### config.mk
export PLATFORM = sky130hd
export DESIGN_NAME = hd44780_bus_responder
export DESIGN_NICKNAME = d
export VERILOG_FILES = /design/src/rtl/hd44780_bus_responder.sv
export SDC_FILE = /design/constraint.sdc
export NUM_CORES = 1
export LEC_CHECK = 0
export CAP_MARGIN = 15
export CORE_MARGIN = 1.5
export CORE_UTILIZATION = 35
export CTS_BUF_LIST = sky130_fd_sc_hd__clkbuf_16
export DETAILED_ROUTE_END_ITERATION = 8
export HOLD_SLACK_MARGIN = 0.12
export PLACE_DENSITY_LB_ADDON = 0.3
export SETUP_SLACK_MARGIN = 0.02
export SYNTH_ARGS = -nofsm -noshare
export SYNTH_HDL_FRONTEND = slang
export SYNTH_SLANG_ARGS = --single-unit
### constraint.sdc
create_clock -name clk -period 5.7 [get_ports clk]
set_input_delay 0.57 -clock clk [delete_from_list [all_inputs] [get_ports clk]]
set_output_delay 0.57 -clock clk [all_outputs]
set_load 0.02 [all_outputs]
### src/rtl/hd44780_bus_responder.sv
// HD44780-style 8-bit parallel bus responder: decodes writes, tracks AC/flags and a 2x16 DDRAM mirror.
// Optional LCD_READBACK_EN adds busy/AC and DDRAM read-back on lcd_dout.
module hd44780_bus_responder #(
  parameter int BUSY_SHORT  = 4,
  parameter int BUSY_LONG   = 160,
  parameter int SYNC_STAGES = 2
) (
  input  logic       clk,
  input  logic       resetn,
  input  logic       lcd_e,
  input  logic       lcd_rs,
  input  logic       lcd_rw,
  input  logic [7:0] lcd_data,
  input  logic [4:0] rd_addr,
  output logic [7:0] rd_char,
  output logic       busy,
  output logic [6:0] ac,
  output logic       disp_on,
  output logic       cur_on,
  output logic       blink_on,
  output logic       inc_mode,
  output logic       cmd_stb,
  output logic       err_stb,
  output logic [7:0] lcd_dout,
  output logic       lcd_dout_oe
);

  localparam int CW = $clog2(BUSY_LONG + 1);

  typedef enum logic [1:0] {FILL, IDLE, BUSY} state_t;

  state_t state, state_next;

  logic [10:0]   sync_q [SYNC_STAGES];
  logic          e_s, rs_s, rw_s;
  logic [7:0]    data_s;
  logic          e_prev;
  logic          cap_rs, cap_rw;
  logic [7:0]    cap_data;
  logic          ev;
  logic          accept, reject;
  logic          go_fill, go_long, go_short;
  logic          dd_legal;
  logic [CW-1:0] cnt;
  logic [4:0]    fill_idx;
  logic          fill_we;
  logic          data_we;
  logic [4:0]    wr_addr;
  logic [7:0]    mirror [32];

  always_ff @(posedge clk or negedge resetn) begin
    if (!resetn) begin
      for (int i = 0; i < SYNC_STAGES; i++) sync_q[i] <= '0;
    end else begin
      sync_q[0] <= {lcd_e, lcd_rs, lcd_rw, lcd_data};
      for (int i = 1; i < SYNC_STAGES; i++) sync_q[i] <= sync_q[i-1];
    end
  end

  assign e_s    = sync_q[SYNC_STAGES-1][10];
  assign rs_s   = sync_q[SYNC_STAGES-1][9];
  assign rw_s   = sync_q[SYNC_STAGES-1][8];
  assign data_s = sync_q[SYNC_STAGES-1][7:0];

  // The falling edge of e commits whatever was captured while e was high.
  always_ff @(posedge clk or negedge resetn) begin
    if (!resetn) begin
      e_prev   <= 1'b0;
      cap_rs   <= 1'b0;
      cap_rw   <= 1'b0;
      cap_data <= '0;
    end else begin
      e_prev <= e_s;
      if (e_s) begin
        cap_rs   <= rs_s;
        cap_rw   <= rw_s;
        cap_data <= data_s;
      end
    end
  end

  assign ev       = e_prev & ~e_s;
  assign dd_legal = (cap_data[6:0] <= 7'h27) ||
                    ((cap_data[6:0] >= 7'h40) && (cap_data[6:0] <= 7'h67));

  always_comb begin
    accept   = 1'b0;
    reject   = 1'b0;
    go_fill  = 1'b0;
    go_long  = 1'b0;
    go_short = 1'b0;
    if (ev) begin
      if (state != IDLE) begin
        reject = 1'b1;
      end else if (cap_rw) begin
`ifdef LCD_READBACK_EN
        accept = 1'b1;
`else
        reject = 1'b1;
`endif
      end else if (cap_rs) begin
        accept   = 1'b1;
        go_short = 1'b1;
      end else if (cap_data[7]) begin
        accept   = dd_legal;
        reject   = ~dd_legal;
        go_short = dd_legal;
      end else if (cap_data == 8'h00) begin
        accept = 1'b1;
      end else if (cap_data == 8'h01) begin
        accept  = 1'b1;
        go_fill = 1'b1;
      end else if (cap_data[7:1] == 7'b0000001) begin
        accept  = 1'b1;
        go_long = 1'b1;
      end else begin
        accept   = 1'b1;
        go_short = 1'b1;
      end
    end
  end

  always_ff @(posedge clk or negedge resetn) begin
    if (!resetn) state <= FILL;
    else         state <= state_next;
  end

  // FILL always runs 32 cycles; the shared counter decides whether busy outlasts it.
  always_comb begin
    state_next = state;
    case (state)
      IDLE: begin
        if (go_fill)                  state_next = FILL;
        else if (go_long || go_short) state_next = BUSY;
      end
      FILL: begin
        if (fill_idx == 5'd31) state_next = (cnt == '0) ? IDLE : BUSY;
      end
      BUSY: begin
        if (cnt == '0) state_next = IDLE;
      end
      default: state_next = FILL;
    endcase
  end

  always_comb begin
    busy    = (state != IDLE);
    fill_we = (state == FILL);
  end

  always_ff @(posedge clk or negedge resetn) begin
    if (!resetn) begin
      cnt      <= CW'(31);
      fill_idx <= '0;
    end else begin
      if (go_fill || go_long) cnt <= CW'(BUSY_LONG - 1);
      else if (go_short)      cnt <= CW'(BUSY_SHORT - 1);
      else if (cnt != '0)     cnt <= cnt - 1'b1;
      if (go_fill)            fill_idx <= '0;
      else if (state == FILL) fill_idx <= fill_idx + 1'b1;
    end
  end

  function automatic logic [6:0] ac_step(input logic [6:0] a, input logic inc);
    if (inc) begin
      if (a == 7'h27)      return 7'h40;
      else if (a == 7'h67) return 7'h00;
      else                 return a + 7'd1;
    end else begin
      if (a == 7'h00)      return 7'h67;
      else if (a == 7'h40) return 7'h27;
      else                 return a - 7'd1;
    end
  endfunction

  always_ff @(posedge clk or negedge resetn) begin
    if (!resetn) begin
      ac       <= '0;
      inc_mode <= 1'b1;
      disp_on  <= 1'b0;
      cur_on   <= 1'b0;
      blink_on <= 1'b0;
      cmd_stb  <= 1'b0;
      err_stb  <= 1'b0;
    end else begin
      cmd_stb <= accept;
      err_stb <= reject;
      if (accept) begin
        if (cap_rs) begin
          ac <= ac_step(ac, inc_mode);
        end else if (!cap_rw) begin
          if (cap_data[7]) begin
            ac <= cap_data[6:0];
          end else if (cap_data[7:3] == 5'b00001) begin
            {disp_on, cur_on, blink_on} <= cap_data[2:0];
          end else if (cap_data[7:2] == 6'b000001) begin
            inc_mode <= cap_data[1];
          end else if (cap_data[7:1] == 7'b0000001) begin
            ac <= '0;
          end else if (cap_data == 8'h01) begin
            ac       <= '0;
            inc_mode <= 1'b1;
          end
        end
      end
    end
  end

  // Only columns 0..15 of each line are mirrored; other DDRAM writes just move AC.
  assign data_we = accept & cap_rs & ~cap_rw & (ac[5:0] <= 6'd15);
  assign wr_addr = {ac[6], ac[3:0]};

  always_ff @(posedge clk) begin
    if (fill_we)      mirror[fill_idx] <= 8'h20;
    else if (data_we) mirror[wr_addr]  <= cap_data;
  end

  always_ff @(posedge clk or negedge resetn) begin
    if (!resetn) rd_char <= 8'h20;
    else         rd_char <= mirror[rd_addr];
  end

`ifdef LCD_READBACK_EN
  logic [7:0] rb_char;

  assign rb_char = (ac[5:0] <= 6'd15) ? mirror[{ac[6], ac[3:0]}] : 8'h20;

  always_ff @(posedge clk or negedge resetn) begin
    if (!resetn) begin
      lcd_dout    <= '0;
      lcd_dout_oe <= 1'b0;
    end else begin
      lcd_dout_oe <= e_s & rw_s;
      if (e_s & rw_s) lcd_dout <= rs_s ? rb_char : {busy, ac};
      else            lcd_dout <= '0;
    end
  end
`else
  assign lcd_dout    = '0;
  assign lcd_dout_oe = 1'b0;
`endif

endmodule
==> out/qor.yml <==
pwr:
  pwr-share-seq_pct: 50.3
  pwr-share-clk_pct: 35.2
  comb_power_share_pct: 14.5
  p_int_mw: 4.207
  leakagePower_nw: 5.530
  p_per_area_nw_per_um2: 383.0
  power_switching_share_pct: 27.63
  ir_drop_mv: 0.1783
  p_switching_mw: 1.606
  power_mw: 5.813
outcome:
  outcome: "finished, final reports clean"
clock_network:
  ctsHoldBuffers: 0
  path_clk_slew_ns: 0.06
  cts_sinks: 325
  ctsRootBufferMaster: "clkbuf_16"
  worst_skew_pair.late_latency_ns: 0.53
  cts_buffers: 34
  post_cts_buffers: 0
  cts_buffer_depth: 3
  cts.htree.levels: 2
  cts_resized: 0
  cts_tree: "yes"
sta:
  hold_viol_final: 0
  fin_skew_ns: 0.03301
  final_max_slew_viol_count: 0
  finalCritPeriodShare_pct: 57.15
  rsz0062_at_grt: "no"
  relSlewSlack_pct: 28.81
  worstMarginPinSlew_ns: 1.041
  setup-tns-final_ns: 0
  fin_crit_ns: 3.257
  setup_violations: 0
  max_freq_mhz: 307.0
worst_setup_path:
  end_kind: "flip-flop"
  crit_type: "reg2reg"
  r2r-start: "cap_rs"
  timing.rr.end: "mirror[25][5]"
  arrival_ns: 3.41
  required_ns: 5.85
  reg2regPathDepth: 5
  cpPeakStageDelay_ns: 0.76
  r2r_slack_ns: 2.44
  cp_slowest_cell: "dfrtp_1"
  setup.worst_path.start_class: "flip-flop"
  crit_chain: "inv_1 -> or4b_4 -> nor2_8 -> mux2_2 -> nor2_1"
  crit_fanout: 19
detailed_routing:
  route.detailed.drc: 0
  detail_route.iter0.violations: 415
  routed_wl_microns: 28350
  wl_per_cell_microns: 20.32
  route.vias.total: 7062
  vias_per_cell: 5.062
  postRouteAntennaNets: 0
  firstDrtPassIters: 5
cells_and_area:
  drive_gt1_share_pct: 15.27
  antenna_cells: 0
  stdcell_area_sq_um: 15180
  syn_to_final_growth_pct: 14.46
  fin_nets: 883
  fin_util_pct: 40.49
  fin_cells: 1395
synthesis:
  synth.distinct_cells: 72
  ys.flop_type: "edfxtp_1"
  synth_edf_count: 256
  async_flop_share_pct: 21.23
  yosys_warnings: 0
  syn-cell-area_sq_um: 13260
  avgSynthCellArea_sq_um: 16.19
  synthCells: 819
  synth_seq_area_share_pct: 71.06
  ys_ff_latch: 325
place:
  dpl.hpwl_microns: 18390
  placed_area_sq_um: 14100
  port_buffers: 39
  dp_cells: 1333
  place_congestion: 0.8251
floorplan:
  dieArea_sq_um: 39060
  ios: 49
  core_area_sq_um: 37490
  die_h_microns: 197.6
  start_util_pct: 35.37
  die_x_microns: 197.6
  num_rows: 71
job:
  maxCapViolations: 0
grt:
  track_usage_pct: 14.92
  grt_max_degree: 70
  antenna_found_initial: 0
  grt_overflow: 0
  grt_first_pass_wirelength_microns: 43860
  first_global_vias: 7087
hold_path:
  min_path_type: "in2async"
==> worst max-delay path by stage <==
stage	slack, ns	from	cells past startpoint	endpoint
2_1_floorplan	2.67	ac[5]	4	mirror[0][0]
3_3_place_gp	2.46	cap_rs	5	mirror[25][5]
3_5_place_dp	2.41	cap_rs	5	mirror[25][5]
4_1_cts	2.41	cap_rs	5	mirror[25][5]
5_1_grt	2.26	cap_rs	5	mirror[25][7]
6_report	2.44	cap_rs	5	mirror[25][5]
==> flip-flops by register name (all words and copies together), names as in the netlist, 2 cells and up <==
| register | cells |
|---|---|
| mirror | 256 |
| cnt | 8 |
| data_s | 8 |
| state | 2 |
| sync_q | 11 |
| fill_idx | 5 |
| cap_data | 8 |
| rd_char | 8 |
| ac | 7 |
==> cells in the final DEF, fill, tap and decap left out, drive strengths merged, types with 6 or more instances in the layout <==
cell type | Yosys | final
nor3 | 17 | 17
a31oi | 12 | 12
a22o | 8 | 8
mux2i | 63 | 63
nor2 | 52 | 52
nand3 | 16 | 16
o21ai | 17 | 17
a211oi | 9 | 9
and2 | 9 | 9
a2111oi | 8 | 8
mux4 | 32 | 32
buf | 34 | 16
and3 | 8 | 8
conb | 1 | 9
or3 | 6 | 6
clkbuf | 21 | 36
dfstp | 7 | 7
xnor2 | 6 | 6
dfrtp | 62 | 62
nand2 | 29 | 29
a21oi | 21 | 21
mux2 | 14 | 14
nor2b | 15 | 15
a22oi | 26 | 26
edfxtp | 256 | 256
clkinv | 1 | 10
inv | 11 | 24
clkdlybuf4s50 | 0 | 36
==> layer usage <==
metal | share of wire [%] | up-vias | wire length [microns] | global-route usage, %
met4 | 2.0 | 0 | 559 | 3.760
met2 | 49 | 192 | 13850 | 24.70
met5 | 0 | - | 0 | 0
li1 | - | 3265 | - | -
met1 | 44 | 3567 | 12550 | 20.30
met3 | 4.9 | 38 | 1389 | 2.732
==> worst max-delay path: cells and delay by family (launching register included) <==
kind	cells	cell delay, ns
buf+inv	1	0.17
mux	1	0.44
flops	1	0.76
simple gates	3	1.53
==> layout make-up <==
cell class	instances	area, sq um
Timing Repair Buffer	52	513.0
Sequential cell	325	9423
Fill cell	3483	22310
Tap cell	511	639.4
Clock buffer	36	900.9
Inverter	12	45.04
Clock inverter	24	133.9
Multi-Input combinational cell	435	3523
==> cell families (layout without fill, tap and decap cells) <==
family / count (synthesis) / in the layout / share of synthesized area, %
flip-flops: 325 / 325 / 71.06
XOR/XNOR: 9 / 9 / 0.5945
AND/OR/NAND/NOR: 179 / 179 / 7.322
other: 1 / 9 / 0.02828
adder cells (fa/ha/maj): 5 / 5 / 0.4718
multiplexers: 109 / 109 / 11.38
AO/OA/AOI/OAI: 124 / 124 / 6.511
buffers and inverters: 67 / 124 / 2.633
==> power by group through the flow <==
stage	clock network (mW)	registers (mW)	logic, mW
2_1_floorplan	0	2.89	0.631
3_3_place_gp	0	2.97	0.839
3_5_place_dp	0	2.97	0.853
4_1_cts	2.09	2.93	0.854
5_1_grt	2.18	2.95	0.935
6_report	2.05	2.93	0.840
==> stage by stage <==
stage / setup slack, ns / hold slack, ns
finish: 2.443 / 0.2177
global route: 2.263 / 0.2830
CTS: 2.412 / 0.2342
detailed placement: 2.415 / 0.3347
global placement: 2.461 / 0.3321
floorplan: 2.674 / 0.2744
==> synth_stat cells, types with 4 or more instances <==
| library cell | number | share of area (%) |
|---|---|---|
| a2111oi_0 | 8 | 0.53 |
| a211oi_1 | 9 | 0.51 |
| a21oi_1 | 21 | 0.79 |
| a22o_1 | 8 | 0.53 |
| a22oi_1 | 26 | 1.5 |
| a31oi_1 | 12 | 0.57 |
| and2_1 | 7 | 0.33 |
| and3_1 | 8 | 0.38 |
| buf_1 | 7 | 0.20 |
| buf_2 | 14 | 0.53 |
| buf_4 | 10 | 0.57 |
| clkbuf_1 | 19 | 0.54 |
| dfrtp_1 | 62 | 12 |
| dfstp_2 | 7 | 1.4 |
| edfxtp_1 | 256 | 58 |
| ha_1 | 5 | 0.47 |
| inv_1 | 11 | 0.31 |
| mux2_2 | 14 | 1.2 |
| mux2i_1 | 63 | 4.8 |
| mux4_2 | 32 | 5.4 |
| nand2_1 | 29 | 0.82 |
| nand3_1 | 16 | 0.60 |
| nor2_1 | 49 | 1.4 |
| nor2b_1 | 15 | 0.71 |
| nor3_1 | 14 | 0.53 |
| nor3b_1 | 4 | 0.23 |
| nor4_1 | 4 | 0.19 |
| o21ai_0 | 15 | 0.57 |
| o22ai_1 | 5 | 0.24 |
| or3_1 | 4 | 0.19 |
| xnor2_1 | 6 | 0.40 |
(Power assumes the default switching activity.)
==> RTL edit 1 (same settings) <==
The parameter `BUSY_LONG` goes from 160 to 240.
--- a/src/rtl/hd44780_bus_responder.sv
+++ b/src/rtl/hd44780_bus_responder.sv
@@ -4,3 +4,3 @@
   parameter int BUSY_SHORT  = 4,
-  parameter int BUSY_LONG   = 160,
+  parameter int BUSY_LONG   = 240,
   parameter int SYNC_STAGES = 2
Formal check against the unedited RTL: no difference found for any inputs over 4 cycles, from zero or initial values and one cycle with resetn low; that may be too few to reach the edited logic, so the function may still have changed.
==> RTL edit 1 against the unedited design <==
Sequential power hardly changed; routed wire length is 5.4% higher; area after synthesis shrank 0.79%; cell area shrank 0.26%; combinational power increased by 5.5%; worst setup slack better by 0.085 ns; sequential cell count did not move; worst hold slack lost 0.059 ns; power grew 4.6%.
==> RTL edit 1: results <==
{
  "h-tree-depth": 2,
  "grt_pass1_vias": 7023,
  "grt_max_degree": 74,
  "grt_pass1_wl_mm": 45.29,
  "path_max_fanout": 26,
  "placed_area_mm2": 0.01399,
  "status": "finished clean",
  "synth.mux.area_fraction_pct": 10.96,
  "drive_gt1_share_pct": 15.67,
  "ir_worst_vdd_mv": 0.2538,
  "cp.arrival_ns": 3.32,
  "via_count": 7163,
  "r2r_end": "mirror[29][1]",
  "grtUsageTotal_pct": 15.62,
  "skew_ns": 0.02225,
  "whs_ns": 0.1582,
  "comb-power_w": 0.000886,
  "n_fill_cell": 3352,
  "vias_per_cell": 5.362,
  "final_nets": 866,
  "wire_per_inst_um": 22.36,
  "synth_xor_area_share_pct": 0.7324,
  "p_seq_share_pct": 48.3,
  "syn_avg_cell_area_um2": 16.51,
  "dp.cells": 1274,
  "synth_common_cells": "256 x edfxtp_1, 62 x dfrtp_1, 57 x mux2i_1, 47 x nor2_1, 32 x mux4_2",
  "clkPwrFrac_pct": 37.2,
  "r2r_cells": 6,
  "slowest_stage": "nor2_1",
  "ys_types": 73,
  "cp_slowest_stage_delay_ns": 0.69,
  "worstMarginPinSlew_ns": 1.166,
  "reg_top3": "mirror: 256 flops, sync_q: 11 flops",
  "dp_worst_setup_slack_ns": 2.490,
  "p_sw_w": 0.001659,
  "dp_hpwl_mm": 19.09,
  "dr.pass1.iters": 6,
  "yosysSeqAreaShare_pct": 71.63,
  "cts_buffers": 35,
  "synth-adder-area-share_pct": 0.4756,
  "p_leak_nw": 5.500,
  "drtIter0Drc": 599,
  "synth_compound_area_share_pct": 7.133,
  "synth.area.top_cells": "edfxtp_1 58%, dfrtp_1 12%, mux4_2 5.5%",
  "layout_setup_ws_ns": 2.528,
  "gp_congestion": 0.8481
}
==> RTL edit 1: cell count changes in the layout (fill, tap and decap cells not counted), moves of 4 or more <==
| cell | before | now |
|---|---|---|
| a31oi_2 | 0 | 4 |
| and2_1 | 7 | 11 |
| bufinv_16 | 0 | 4 |
| clkinv_1 | 4 | 9 |
| inv_1 | 19 | 9 |
| mux2i_1 | 63 | 57 |
| nand2_1 | 29 | 25 |
| nand2b_1 | 3 | 7 |
| nor3_1 | 13 | 6 |
| o22ai_1 | 5 | 1 |
==> RTL edit 1: layer usage <==
metal,vias up,wire [um],global-route usage [%]
li1,3213,-,-
met1,3639,13390,22.66
met2,265,14010,24.43
met3,46,1892,2.584
met4,0,586,4.100
met5,-,0,0
==> RTL edit 1: layout make-up <==
class                   instances  area [um^2]  area share, %
clock inverters                26        250.2          1.653
flip-flops and latches        325         9423          62.24
clock buffers                  36        900.9          5.951
repair buffers                 50        462.9          3.058
multi-input cells             422         3482          23.00
well taps                     468        585.6          3.868
inverters                       9        33.78         0.2232
==> RTL edit 2 (same flow settings) <==
Made on the original files. Put one more register stage on the output `cur_on`, without a reset. The value now appears one clock later. The other outputs are not delayed to match.
--- a/src/rtl/hd44780_bus_responder.sv
+++ b/src/rtl/hd44780_bus_responder.sv
@@ -30,2 +30,4 @@
   typedef enum logic [1:0] {FILL, IDLE, BUSY} state_t;
+
+  logic cur_on_s0;
 
@@ -180,3 +182,3 @@
       disp_on  <= 1'b0;
-      cur_on   <= 1'b0;
+      cur_on_s0 <= 1'b0;
       blink_on <= 1'b0;
@@ -194,3 +196,3 @@
           end else if (cap_data[7:3] == 5'b00001) begin
-            {disp_on, cur_on, blink_on} <= cap_data[2:0];
+            {disp_on, cur_on_s0, blink_on} <= cap_data[2:0];
           end else if (cap_data[7:2] == 6'b000001) begin
@@ -242,2 +244,6 @@
 
+  always_ff @(posedge clk) begin
+    cur_on <= cur_on_s0;
+  end
+
 endmodule
Function: no difference found for any inputs over 10 cycles, from zero or initial values and one cycle with resetn low; that may be too few to reach the edited logic, so the function may still have changed.
==> RTL edit 2 against the unedited design <==
Sequential cell count grew 1; routed wire length increased by 2.8%; area after synthesis increased by 0.15%; worst setup slack worse by 0.11 ns; cell area is 0.31% higher; sequential power is essentially flat; clock power grew 3%; power grew 1.4%.
==> RTL edit 2: results <==
{
  "final_nets": 882,
  "met1_length_mm": 12.98,
  "dp_worst_setup_slack_ns": 2.332,
  "synth-adder-area-share_pct": 0.4711,
  "cp_slowest_stage_delay_ns": 0.88,
  "wl_met2_mm": 13.71,
  "p_per_area_mw_per_mm2": 387.2,
  "via_count": 7070,
  "placed_area_mm2": 0.01412,
  "routed.top_layer": "met5",
  "cp.arrival_ns": 3.52,
  "synth.mux.area_fraction_pct": 11.36,
  "status": "finished clean",
  "use_met1_pct": 21.08,
  "ys_types": 73,
  "yosysSeqAreaShare_pct": 71.10,
  "dp_hpwl_mm": 18.62,
  "pg_clk_w": 0.00212,
  "wire_per_inst_um": 20.88,
  "grt_pass1_vias": 7054,
  "stdcell_count": 1396,
  "met2_usage_pct": 23.98,
  "grt_pass1_wl_mm": 44.26,
  "async_reset_ff_share_pct": 21.17,
  "p_leak_nw": 5.543,
  "drtIter0Drc": 453,
  "gp_congestion": 0.8720,
  "wl_met3_mm": 1.449,
  "p_seq_share_pct": 49.8,
  "drive_gt1_share_pct": 14.46,
  "syn_avg_cell_area_um2": 16.20
}
-- RTL edit 2: cell types whose count changed after synthesis --
| cell | unedited run | this run |
|---|---|---|
| dfxtp_1 | 0 | 1 |
| buf_1 | 7 | 8 |
| clkbuf_1 | 19 | 18 |
-- RTL edit 2: area by class of cell --
type	count	area, um^2
multi-input cells	435	3523
inverters	12	45.04
flip-flops and latches	326	9443
well taps	511	639.4
clock inverters	28	202.7
repair buffers	49	495.5
clock buffers	35	875.8
fillers	3465	22260
-- RTL edit 2: worst paths after layout --
kind / start / to / slack [ns] / cells past startpoint
min reg2reg: sync_q[21] / e_s / 0.35 / 0
max: cap_rs / mirror[4][4] / 2.33 / 5
min: resetn / cnt[7] / 0.21 / 1
max reg2reg: cap_rs / mirror[4][4] / 2.33 / 5
min in group clk: sync_q[21] / e_s / 0.35 / 0
max in group asynchronous: resetn / cap_data[4] / 4.90 / 1
